File: config.mk
export PLATFORM = sky130hd
export DESIGN_NAME = fht_addr_sched
export DESIGN_NICKNAME = d
export VERILOG_FILES = /design/src/rtl/fht_addr_sched.sv
export SDC_FILE = /design/constraint.sdc
export NUM_CORES = 1
export LEC_CHECK = 0
export BUFFER_PORTS_ARGS = -buffer_cell sky130_fd_sc_hd__buf_2
export CORE_AREA = 2 2 103 204
export CTS_BUF_LIST = sky130_fd_sc_hd__clkbuf_8
export CTS_CLUSTER_DIAMETER = 120
export CTS_CLUSTER_SIZE = 25
export DETAILED_ROUTE_END_ITERATION = 8
export DIE_AREA = 0 0 105 206
export GPL_TIMING_DRIVEN = 0
export SLEW_MARGIN = 20
export SYNTH_ARGS = -nofsm -noshare
export SYNTH_HDL_FRONTEND = slang
export SYNTH_SLANG_ARGS = --single-unit
File: constraint.sdc
create_clock -name iCLK -period 12.89 [get_ports iCLK]
set_input_delay 2.578 -clock iCLK [delete_from_list [all_inputs] [get_ports iCLK]]
set_output_delay 2.578 -clock iCLK [all_outputs]
set_load 0.01 [all_outputs]
File: src/rtl/fht_addr_sched.sv
// Address scheduler for an in-place radix-2 fast Hartley transform.
// Walks L stages of N/2 butterflies, producing read pairs, twiddle index,
// and the matching write pairs/bank strobes PIPE_LAT cycles later.
module fht_addr_sched #(
    parameter  int LOG_N_MAX = 10,
    parameter  int PIPE_LAT  = 4,
    localparam int LN_BIT    = $clog2(LOG_N_MAX + 1)
) (
    input  logic                 iCLK,
    input  logic                 iRESET,
    input  logic                 iSTART,
    input  logic [LN_BIT-1:0]    iLOG2_N,
    input  logic                 iBITREV,
    input  logic                 iHOLD,
    output logic [LOG_N_MAX-1:0] oADDR_RD_0,
    output logic [LOG_N_MAX-1:0] oADDR_RD_1,
    output logic [LOG_N_MAX-1:0] oADDR_WR_0,
    output logic [LOG_N_MAX-1:0] oADDR_WR_1,
    output logic [LOG_N_MAX-2:0] oADDR_COEF,
    output logic [LN_BIT-1:0]    oSTAGE,
    output logic                 oST_ZERO,
    output logic                 oST_LAST,
    output logic                 oRD_VALID,
    output logic                 oWE_A,
    output logic                 oWE_B,
    output logic                 oSOURCE_DATA,
    output logic                 oRDY,
    output logic                 oDONE
);

    localparam int AW = LOG_N_MAX;              // address width
    localparam int BW = LOG_N_MAX - 1;          // butterfly index width
    localparam int CW = $clog2(PIPE_LAT + 1);   // drain counter width
    localparam int PW = 2 + 2 * AW;             // pipeline entry: vld, parity, a0, a1

    typedef enum logic [1:0] {
        ST_IDLE,
        ST_READ,
        ST_DRAIN
    } state_t;

    state_t            state_q, state_d;
    logic [LN_BIT-1:0] l_q, l_d;
    logic              bitrev_q, bitrev_d;
    logic [LN_BIT-1:0] stage_q, stage_d;
    logic [BW-1:0]     b_q, b_d;
    logic [CW-1:0]     cnt_q, cnt_d;
    logic              done_q, done_d;

    logic [LN_BIT-1:0] l_clamp;
    logic [BW-1:0]     last_b;
    logic [AW-1:0]     b_ext;
    logic [AW-1:0]     grp;
    logic [AW-1:0]     half_aw;
    logic [BW-1:0]     half_bw;
    logic [BW-1:0]     pos_bw;
    logic [AW-1:0]     a0;
    logic [AW-1:0]     a1;
    logic [AW-1:0]     a0_flip;
    logic [AW-1:0]     a1_flip;
    logic [AW-1:0]     a0_rev;
    logic [AW-1:0]     a1_rev;
    logic [BW-1:0]     coef;
    logic              rd_active;
    logic              rd_valid;
    logic [AW-1:0]     rd0_out;
    logic [AW-1:0]     rd1_out;

    logic [PW-1:0]     pipe_in;
    logic [PW-1:0]     pipe_q [PIPE_LAT];
    logic [PW-1:0]     pipe_out;

    // Clamp the requested size to the supported range [2, LOG_N_MAX].
    always_comb begin
        l_clamp = iLOG2_N;
        if (iLOG2_N < LN_BIT'(2)) begin
            l_clamp = LN_BIT'(2);
        end else if (iLOG2_N > LN_BIT'(LOG_N_MAX)) begin
            l_clamp = LN_BIT'(LOG_N_MAX);
        end
    end

    // Index of the last butterfly in a stage, N/2-1. For L=LOG_N_MAX the
    // shift overflows to zero and the subtraction wraps to all ones.
    assign last_b = (BW'(1) << (l_q - LN_BIT'(1))) - BW'(1);

    // Butterfly address arithmetic for the current (stage, butterfly).
    // half_bw overflows to zero when s = LOG_N_MAX-1, so the mask becomes
    // all ones, which is exactly right since b < 2^(LOG_N_MAX-1).
    always_comb begin
        b_ext   = {1'b0, b_q};
        grp     = b_ext >> stage_q;
        half_aw = AW'(1) << stage_q;
        half_bw = BW'(1) << stage_q;
        pos_bw  = b_q & (half_bw - BW'(1));
        a0      = (grp << (stage_q + LN_BIT'(1))) | {1'b0, pos_bw};
        a1      = a0 | half_aw;
        coef    = pos_bw << (l_q - stage_q - LN_BIT'(1));
    end

    // Full-width bit mirror; shifting right by (LOG_N_MAX-L) turns it into
    // a reversal over the low L bits, since bits above L-1 are always zero.
    generate
        for (genvar gi = 0; gi < AW; gi++) begin : g_flip
            assign a0_flip[gi] = a0[AW-1-gi];
            assign a1_flip[gi] = a1[AW-1-gi];
        end
    endgenerate

    assign a0_rev = a0_flip >> (LN_BIT'(LOG_N_MAX) - l_q);
    assign a1_rev = a1_flip >> (LN_BIT'(LOG_N_MAX) - l_q);

    // Read-side outputs: live only in READ, bit-reversed on stage 0 when requested.
    always_comb begin
        rd_active = (state_q == ST_READ);
        rd_valid  = rd_active && !iHOLD;
        rd0_out   = '0;
        rd1_out   = '0;
        if (rd_active) begin
            if (bitrev_q && (stage_q == LN_BIT'(0))) begin
                rd0_out = a0_rev;
                rd1_out = a1_rev;
            end else begin
                rd0_out = a0;
                rd1_out = a1;
            end
        end
    end

    // State register and latched transform parameters.
    always_ff @(posedge iCLK) begin
        if (iRESET) begin
            state_q  <= ST_IDLE;
            l_q      <= LN_BIT'(2);
            bitrev_q <= 1'b0;
            stage_q  <= '0;
            b_q      <= '0;
            cnt_q    <= '0;
            done_q   <= 1'b0;
        end else begin
            state_q  <= state_d;
            l_q      <= l_d;
            bitrev_q <= bitrev_d;
            stage_q  <= stage_d;
            b_q      <= b_d;
            cnt_q    <= cnt_d;
            done_q   <= done_d;
        end
    end

    // Next-state logic: IDLE -> READ -> DRAIN -> (READ | IDLE).
    always_comb begin
        state_d  = state_q;
        l_d      = l_q;
        bitrev_d = bitrev_q;
        stage_d  = stage_q;
        b_d      = b_q;
        cnt_d    = cnt_q;
        done_d   = 1'b0;
        case (state_q)
            ST_IDLE: begin
                if (iSTART) begin
                    state_d  = ST_READ;
                    l_d      = l_clamp;
                    bitrev_d = iBITREV;
                    stage_d  = '0;
                    b_d      = '0;
                end
            end
            ST_READ: begin
                if (!iHOLD) begin
                    if (b_q == last_b) begin
                        state_d = ST_DRAIN;
                        cnt_d   = '0;
                        b_d     = '0;
                    end else begin
                        b_d = b_q + BW'(1);
                    end
                end
            end
            ST_DRAIN: begin
                if (cnt_q == CW'(PIPE_LAT - 1)) begin
                    if (stage_q == (l_q - LN_BIT'(1))) begin
                        state_d = ST_IDLE;
                        stage_d = '0;
                        done_d  = 1'b1;
                    end else begin
                        state_d = ST_READ;
                        stage_d = stage_q + LN_BIT'(1);
                        b_d     = '0;
                    end
                end else begin
                    cnt_d = cnt_q + CW'(1);
                end
            end
            default: begin
                state_d = ST_IDLE;
            end
        endcase
    end

    assign pipe_in = {rd_valid, stage_q[0], rd0_out, rd1_out};

    // Delay line modelling the butterfly datapath latency; cleared on reset
    // so no stale writes surface afterwards.
    always_ff @(posedge iCLK) begin
        if (iRESET) begin
            for (int i = 0; i < PIPE_LAT; i++) begin
                pipe_q[i] <= '0;
            end
        end else begin
            pipe_q[0] <= pipe_in;
            for (int i = 1; i < PIPE_LAT; i++) begin
                pipe_q[i] <= pipe_q[i-1];
            end
        end
    end

    assign pipe_out = pipe_q[PIPE_LAT-1];

    assign oADDR_RD_0   = rd0_out;
    assign oADDR_RD_1   = rd1_out;
    assign oADDR_COEF   = rd_active ? coef : '0;
    assign oRD_VALID    = rd_valid;
    assign oADDR_WR_0   = pipe_out[2*AW-1:AW];
    assign oADDR_WR_1   = pipe_out[AW-1:0];
    // Even stages read A and write B; odd stages read B and write A.
    assign oWE_B        = pipe_out[PW-1] & ~pipe_out[PW-2];
    assign oWE_A        = pipe_out[PW-1] &  pipe_out[PW-2];
    assign oSOURCE_DATA = stage_q[0];
    assign oSTAGE       = stage_q;
    assign oST_ZERO     = (stage_q == LN_BIT'(0));
    assign oST_LAST     = (stage_q == (l_q - LN_BIT'(1)));
    assign oRDY         = (state_q == ST_IDLE);
    assign oDONE        = done_q;

endmodule

After elaboration in Yosys (flattened, before gate mapping)
Memories as Yosys holds them, arrays and structs flattened.
Cells that the tools add are included.
{"block": "word_totals", "register_bits": 24, "inputBits": 9, "mem_count": 1, "ramBits": 88}
{"memory": "pipe_q", "words": 4, "width": 22, "read_ports": 4, "rd_ports_with_merged_regs": 0, "wr": 4, "line": "70", "source": "logic [PW-1:0] pipe_q [PIPE_LAT];"}
{"block": "classes", "n_shift": 8, "eq_ne": 11, "n_addsub": 9, "order_cmp": 2, "n_bitwise": 12, "muxes": 35, "reduce_logical": 14}
{"op": "two-way mux 22 bit", "count": 4}
{"op": "two-way mux 9 bit", "count": 6}
{"op": "two-way mux 10 bit", "count": 4}
{"op": "one-hot mux 9 bit (3 select lines)", "count": 1}
{"op": "two-way mux 4 bit", "count": 5}
{"op": ">> shifter 10 x 4 -> 10 bit", "count": 2}
{"op": "<< shifter 1 x 4 -> 9 bit (first input constant)", "count": 2}
{"op": "inequality test 2 bit (second input constant)", "count": 5}
{"op": "OR 10 bit", "count": 1}
{"op": "OR 10 x 9 -> 10 bit", "count": 1}
{"op": "<< shifter 1 x 4 -> 10 bit (first input constant)", "count": 1}
{"op": "<< shifter 10 x 4 -> 10 bit", "count": 1}
{"op": ">> shifter 9 x 4 -> 10 bit", "count": 1}
{"op": "adder 9 x 1 -> 9 bit (second input constant)", "count": 1}
{"op": "AND 9 bit", "count": 1}
{"op": "== test 9 bit", "count": 1}
{"op": "two-way mux 3 bit", "count": 3}
{"op": "<< shifter 9 x 4 -> 9 bit", "count": 1}
{"op": "subtractor 9 x 1 -> 9 bit (second input constant)", "count": 1}
{"op": "subtractor 9 x 2 -> 9 bit (second input constant)", "count": 1}
{"op": "two-way mux 2 bit", "count": 4}
{"op": "one-hot mux 4 bit (2 select lines)", "count": 1}
{"op": "AND reduction 4 bit", "count": 2}
{"op": "subtractor 4 x 1 -> 4 bit (second input constant)", "count": 2}
{"op": "other kinds (27)", "count": 39}

Depth between registers and ports, before layout
{"block": "depth", "word_depth": 9, "ltp_mapped": 18, "depth_no_buf": 15}

Worst setup path after synthesis
OpenSTA, ideal clock, no wires.
{"block": "synth_timing", "path_type": "register -> output", "start": "register stage_q[1] (netlist: oSTAGE[1])", "end": "output port oADDR_RD_1[3]", "n_path_buf": 3, "stages_incl_launch_ff": 15, "arrival_time_ps": 3502, "slack_ps": 6810, "t_required_ps": 10312, "path_cell_list": "dfxtp_1 -> buf_2 -> buf_1 -> inv_1 -> ha_1 -> clkbuf_1 -> nand2_1 -> ha_1 -> nor4b_1 -> o21ai_0 -> o21ai_0 -> nand3_1 -> o22ai_1 -> o221ai_1 -> a311o_1"}
{"block": "synth_between", "elab_chain_len": 8}
{"element": "from (decl)", "line": "45", "source": "logic [LN_BIT-1:0] stage_q, stage_d;"}
{"element": "from (signal assigned)", "line": "144", "source": "stage_q <= stage_d;"}
{"element": "<< shifter 1 x 4 -> 9 bit", "line": "94", "source": "half_bw = BW'(1) << stage_q;"}
{"element": "subtractor 9 x 1 -> 9 bit", "line": "95", "source": "pos_bw = b_q & (half_bw - BW'(1));"}
{"element": "AND 9 bit", "line": "95"}
{"element": "OR 10 x 9 -> 10 bit", "line": "96", "source": "a0 = (grp << (stage_q + LN_BIT'(1))) | {1'b0, pos_bw};"}
{"element": "OR 10 bit", "line": "97", "source": "a1 = a0 | half_aw;"}
{"element": ">> shifter 10 x 4 -> 10 bit", "line": "111", "source": "assign a1_rev = a1_flip >> (LN_BIT'(LOG_N_MAX) - l_q);"}
{"element": "two-way mux 10 bit (*)", "line": "120", "source": "if (bitrev_q && (stage_q == LN_BIT'(0))) begin"}
{"element": "two-way mux 10 bit (*)", "line": "119", "source": "if (rd_active) begin"}
{"element": "to (decl)", "line": "16", "source": "output logic [LOG_N_MAX-1:0] oADDR_RD_1,"}
Every way passes the cells marked *; elsewhere a longest branch is shown, timed or not.

Final worst setup path
{"block": "layout_timing", "start": "register stage_q[1] (netlist: oSTAGE[1])", "end": "output port oADDR_RD_1[0]"}
Same word-level chain as after synthesis.

==> flow_summary.html <==
<table>
<tr><th>Metric</th><th>Value</th></tr>
<tr><th colspan="2">Logic synthesis</th></tr>
<tr><td>Yosys reg bits</td><td>112</td></tr>
<tr><td>Async set-reset flop share out of synthesis</td><td>0</td></tr>
<tr><td>Count of flip-flops with a built-in enable after synthesis</td><td>0</td></tr>
<tr><td>Net Count, Synth</td><td>910</td></tr>
<tr><td>Ranking of synthesized cells by area</td><td>sky130_fd_sc_hd__dfxtp_1, sky130_fd_sc_hd__nor2b_1, sky130_fd_sc_hd__nor2_1, sky130_fd_sc_hd__mux2i_1, sky130_fd_sc_hd__nand2_1</td></tr>
<tr><td>Share of the synthesized area in the top cell type</td><td>0.3167</td></tr>
<tr><td>Post-Synthesis Mean Instance Area</td><td>8.046 um2</td></tr>
<tr><td>Post-synth design cell area</td><td>0.007081 mm2</td></tr>
<tr><td>Most common flop cell mapped by yosys</td><td>sky130_fd_sc_hd__dfxtp_1</td></tr>
<tr><td>Synth area leader</td><td>sky130_fd_sc_hd__dfxtp_1</td></tr>
<tr><td>Syn. warnings</td><td>0</td></tr>
<tr><td>Number of distinct library cells after synthesis</td><td>between 80 and 90</td></tr>
<tr><td>Number of cells produced by synthesis</td><td>880</td></tr>
<tr><td>Portion of the post-synthesis area used by sequential elements</td><td>0.3167</td></tr>
<tr><th colspan="2">STA</th></tr>
<tr><td>Fin. Hold Viols</td><td>0</td></tr>
<tr><td>PnR worst setup slack</td><td>approximately 4.9 ns</td></tr>
<tr><td>Setup repair after global routing missed its margin</td><td>no</td></tr>
<tr><td>Min cycle time layout</td><td>7.975 ns</td></tr>
<tr><td>Setup skew after layout</td><td>0.01788 ns</td></tr>
<tr><td>Period utilisation layout</td><td>0.6187</td></tr>
<tr><td>Setup violations, final</td><td>0</td></tr>
<tr><td>Hold Slack</td><td>around 0.44 ns</td></tr>
<tr><td>TNS Setup</td><td>0 ns</td></tr>
<tr><td>Worst Max-Slew Pin Slew</td><td>0.9362 ns</td></tr>
<tr><td>Max-slew headroom</td><td>0.3677</td></tr>
<tr><td>Max-slew violation count</td><td>0</td></tr>
<tr><td>Highest attainable clock frequency</td><td>between 100 and 150 MHz</td></tr>
<tr><th colspan="2">Placement</th></tr>
<tr><td>Total cell area at the placement stage</td><td>0.007759 mm2</td></tr>
<tr><td>Worst setup timing slack at the placement stage</td><td>5.530 ns</td></tr>
<tr><td>Gp weighted congestion</td><td>0.9445</td></tr>
<tr><td>Cell Count Post-Placement</td><td>1215</td></tr>
<tr><td>Number of input and output port buffers inserted</td><td>just under 70</td></tr>
<tr><td>Detailed placer's ending HPWL</td><td>18510 um</td></tr>
<tr><th colspan="2">Hold path</th></tr>
<tr><td>Class of the tightest hold or removal check</td><td>reg2reg</td></tr>
<tr><td>Hold_sp</td><td>pipe_q[1][4]$_SDFF_PP0_</td></tr>
<tr><td>Min-Delay Path Depth</td><td>1</td></tr>
<tr><td>Endpoint of the worst hold-timing path</td><td>pipe_q[2][4]$_SDFF_PP0_</td></tr>
<tr><th colspan="2">Die</th></tr>
<tr><td>Core region area</td><td>0.02018 mm2</td></tr>
<tr><td>Initial core utilization</td><td>0.3508</td></tr>
<tr><td>Die span in x</td><td>105 um</td></tr>
<tr><td>Area of the die</td><td>0.02163 mm2</td></tr>
<tr><td>Count of standard-cell rows</td><td>74</td></tr>
<tr><td>Floorplan die height</td><td>206 um</td></tr>
<tr><td>Top-level port count</td><td>70</td></tr>
<tr><th colspan="2">Clock tree</th></tr>
<tr><td>Reg clk slew, reported paths</td><td>0.13 ns</td></tr>
<tr><td>Number of buffers on the longest clock path</td><td>2</td></tr>
<tr><td>Post-cts sizing count</td><td>0</td></tr>
<tr><td># clock sinks</td><td>112</td></tr>
<tr><td>Total setup buffers inserted after CTS</td><td>0</td></tr>
<tr><td>TritonCTS clock tree</td><td>done</td></tr>
<tr><td>Hold-fix buffers at CTS</td><td>0</td></tr>
<tr><td>H-tree lvl count</td><td>3</td></tr>
<tr><td>Buffer type at the clock tree root</td><td>sky130_fd_sc_hd__clkbuf_8</td></tr>
<tr><td>Number of CTS-inserted buffers</td><td>9</td></tr>
<tr><td>Clock latency on the worst-skew pair</td><td>~0.4 ns</td></tr>
<tr><th colspan="2">GRT</th></tr>
<tr><td>Via count of the first global-routing pass</td><td>6378</td></tr>
<tr><td>Total global routing overflow</td><td>0</td></tr>
<tr><td>Antenna violations before repair</td><td>0</td></tr>
<tr><td>Largest net degree at the start of global routing</td><td>25</td></tr>
<tr><td>First-pass GRT wire length</td><td>about 37000 um</td></tr>
<tr><td>GRT Resource Usage Total</td><td>0.2217</td></tr>
<tr><th colspan="2">Layout</th></tr>
<tr><td>Fraction of final layout cells with drive strength greater than 1</td><td>0.1544</td></tr>
<tr><td>Growth of design area from synthesis to finish</td><td>12.72%</td></tr>
<tr><td>Non-filler instance count after layout</td><td>1231</td></tr>
<tr><td>Antenna fix cells</td><td>0</td></tr>
<tr><td>Summed area of non-filler cells in the final layout</td><td>0.007981 mm2</td></tr>
<tr><td>Fillers</td><td>around 2200</td></tr>
<tr><td>Number of nets in the finished design</td><td>990</td></tr>
<tr><th colspan="2">Setup path</th></tr>
<tr><td>R2R Path Start</td><td>oSTAGE[1]$_SDFFE_PP0P_</td></tr>
<tr><td>Critical setup path kind</td><td>reg2out</td></tr>
<tr><td>CP Capture Type</td><td>primary output</td></tr>
<tr><td>R2R Path End</td><td>pipe_q[0][13]$_SDFF_PP0_</td></tr>
<tr><td>Data required, critical path</td><td>slightly above 10 ns</td></tr>
<tr><td>Maximum net fanout on the critical path</td><td>10</td></tr>
<tr><td>CP startpoint kind</td><td>register</td></tr>
<tr><td>Cell count of the worst reg-to-reg path</td><td>15</td></tr>
<tr><td>Arrival time of the worst setup path</td><td>about 5.4 ns</td></tr>
<tr><td>Flop-to-flop setup slack</td><td>7.92 ns</td></tr>
<tr><th colspan="2">Drt</th></tr>
<tr><td>Average routed wire per standard cell</td><td>between 15 and 20 um</td></tr>
<tr><td>First-pass DRT Iterations</td><td>5</td></tr>
<tr><td>First-iteration detailed-routing DRC count</td><td>593</td></tr>
<tr><td>Total number of vias</td><td>slightly below 7000</td></tr>
<tr><td>DRT Wirelength</td><td>24130 um</td></tr>
<tr><td>DRC violation count after routing</td><td>0</td></tr>
<tr><td>Via density per instance</td><td>5.655</td></tr>
<tr><td>Residual antenna-violating net count after detailed routing</td><td>0</td></tr>
<tr><th colspan="2">Outcome</th></tr>
<tr><td>Result of the run</td><td>completed</td></tr>
<tr><th colspan="2">Power and ir drop</th></tr>
<tr><td>Leakage power of the design</td><td>~3.3 nW</td></tr>
<tr><td>PD cells</td><td>88.74 mW/mm2</td></tr>
<tr><td>IR drop worst, VDD</td><td>~0.000059 V</td></tr>
<tr><th colspan="2">Run</th></tr>
<tr><td>Max_cap viols</td><td>0</td></tr>
</table>
[sequential cells by signal, summed over array words and instances, names as in the netlist]
name	flops
pipe_q	88
state_q	2
cnt_q	3
bitrev_q	1
oSTAGE	4
l_q	4
b_q	9
oDONE	1
[where the power goes]
part	internal [W]	total, W	leakage (nW)	switching (W)
Sequential	0.000349	0.000351	0.904	0.00000231
Clock	0.0000808	0.000222	0.109	0.000142
Combinational	0.0000433	0.000135	2.25	0.0000914
Total	0.000473	0.000708	3.26	0.000235
[worst max-delay path: stages, from the launching register on]
cell and delay [ns]:
sky130_fd_sc_hd__dfxtp_1 0.47, sky130_fd_sc_hd__buf_2 0.29, sky130_fd_sc_hd__buf_1 0.43, sky130_fd_sc_hd__inv_1 0.22, sky130_fd_sc_hd__ha_1 0.29, sky130_fd_sc_hd__clkbuf_1 0.27, sky130_fd_sc_hd__o21ai_0 0.22, sky130_fd_sc_hd__a21oi_1 0.09
sky130_fd_sc_hd__o31ai_1 0.75, sky130_fd_sc_hd__nand2_1 0.16, sky130_fd_sc_hd__o21ai_2 0.47, sky130_fd_sc_hd__a32oi_1 0.31, sky130_fd_sc_hd__a221oi_1 0.63, sky130_fd_sc_hd__a21oi_1 0.19, sky130_fd_sc_hd__buf_2 0.19
[cell usage in the layout (no fill, tap or decap), drive strengths merged, types with 14 or more instances in the layout]
cell type,synthesis,routed
nand2b,14,14
xor2,18,18
mux2i,26,26
nand2,68,68
nand3,23,23
o22ai,24,24
a21oi,43,43
ha,20,20
o211ai,17,17
nor2b,75,75
o21ai,31,31
buf,42,111
nor3,25,25
clkbuf,40,49
dfxtp,112,112
inv,26,29
xnor2,17,17
nor2,89,89
[synthesized netlist by cell type, drive strengths merged, types with 3 or more instances]
master	n
nand4	8
o32ai	5
buf	42
a221oi	5
mux2i	26
clkbuf	40
o41ai	3
a22oi	5
o21a	3
nand2b	14
a211oi	8
dfxtp	112
o2111ai	5
ha	20
o21bai	5
or2	3
o211ai	17
nand3b	6
a21oi	43
inv	26
o22ai	24
o21ai	31
nor4	12
nor2	89
and3	8
and2	7
xor2	18
nand2	68
a21o	3
xnor2	17
a31oi	12
o221ai	5
or3b	3
or3	6
nand3	23
mux4	4
nor3	25
a21boi	3
o31ai	7
nor2b	75
nor3b	6
[final cells by class]
class                           instances  area, um2  area share
Buffer                                 82      429.2     0.05377
Clock buffer                            9      123.9     0.01552
Clock inverter                          7      98.84     0.01238
Inverter                               27      101.3     0.01270
Multi-Input combinational cell        659       4308      0.5397
Sequential cell                       112       2242      0.2809
Tap cell                              266      332.8     0.04170
Timing Repair Buffer                   69      345.3     0.04327
[kinds of logic after synthesis]
logic type      after synthesis  synth area share
xor+xnor                     35           0.04435
fa+ha+maj                    21           0.03817
flops                       112            0.3167
buf+inv                     109           0.07492
compound gates              211            0.2099
mux                          30           0.04948
simple gates                362            0.2665
[worst max path at each step]
| stage | startpoint | to | slack [ns] | cells past startpoint |
|---|---|---|---|---|
| global placement | oSTAGE[1]$_SDFFE_PP0P_ | oADDR_RD_1[0] | 5.56 | 14 |
| detailed placement | oSTAGE[1]$_SDFFE_PP0P_ | oADDR_RD_1[0] | 5.53 | 16 |
| CTS | oSTAGE[1]$_SDFFE_PP0P_ | oADDR_RD_0[3] | 5.08 | 16 |
| global route | oSTAGE[1]$_SDFFE_PP0P_ | oADDR_RD_0[3] | 4.43 | 16 |
| floorplan | oSTAGE[1]$_SDFFE_PP0P_ | oADDR_RD_1[3] | 6.81 | 14 |
| finish | oSTAGE[1]$_SDFFE_PP0P_ | oADDR_RD_1[0] | 4.92 | 14 |
[stage by stage]
stage | power, W | utilization
after global routing | 0.0007411 | 0.3954
after CTS | 0.0007135 | 0.3954
after floorplan | 0.0004515 | -
after detailed placement | 0.0004909 | 0.3844
after global placement | 0.0004903 | 0.3844
final | 0.0007083 | 0.3954
[metal layers]
metal  global-route usage  vias up  routed length [um]
li1                     -     3273                   -
met1               0.2820     3328               10160
met2               0.3743      304               11530
met3              0.02775       56                1540
met4              0.09762        0                 893
met5                    0        -                   0
Power figures use the tool's default switching activity.
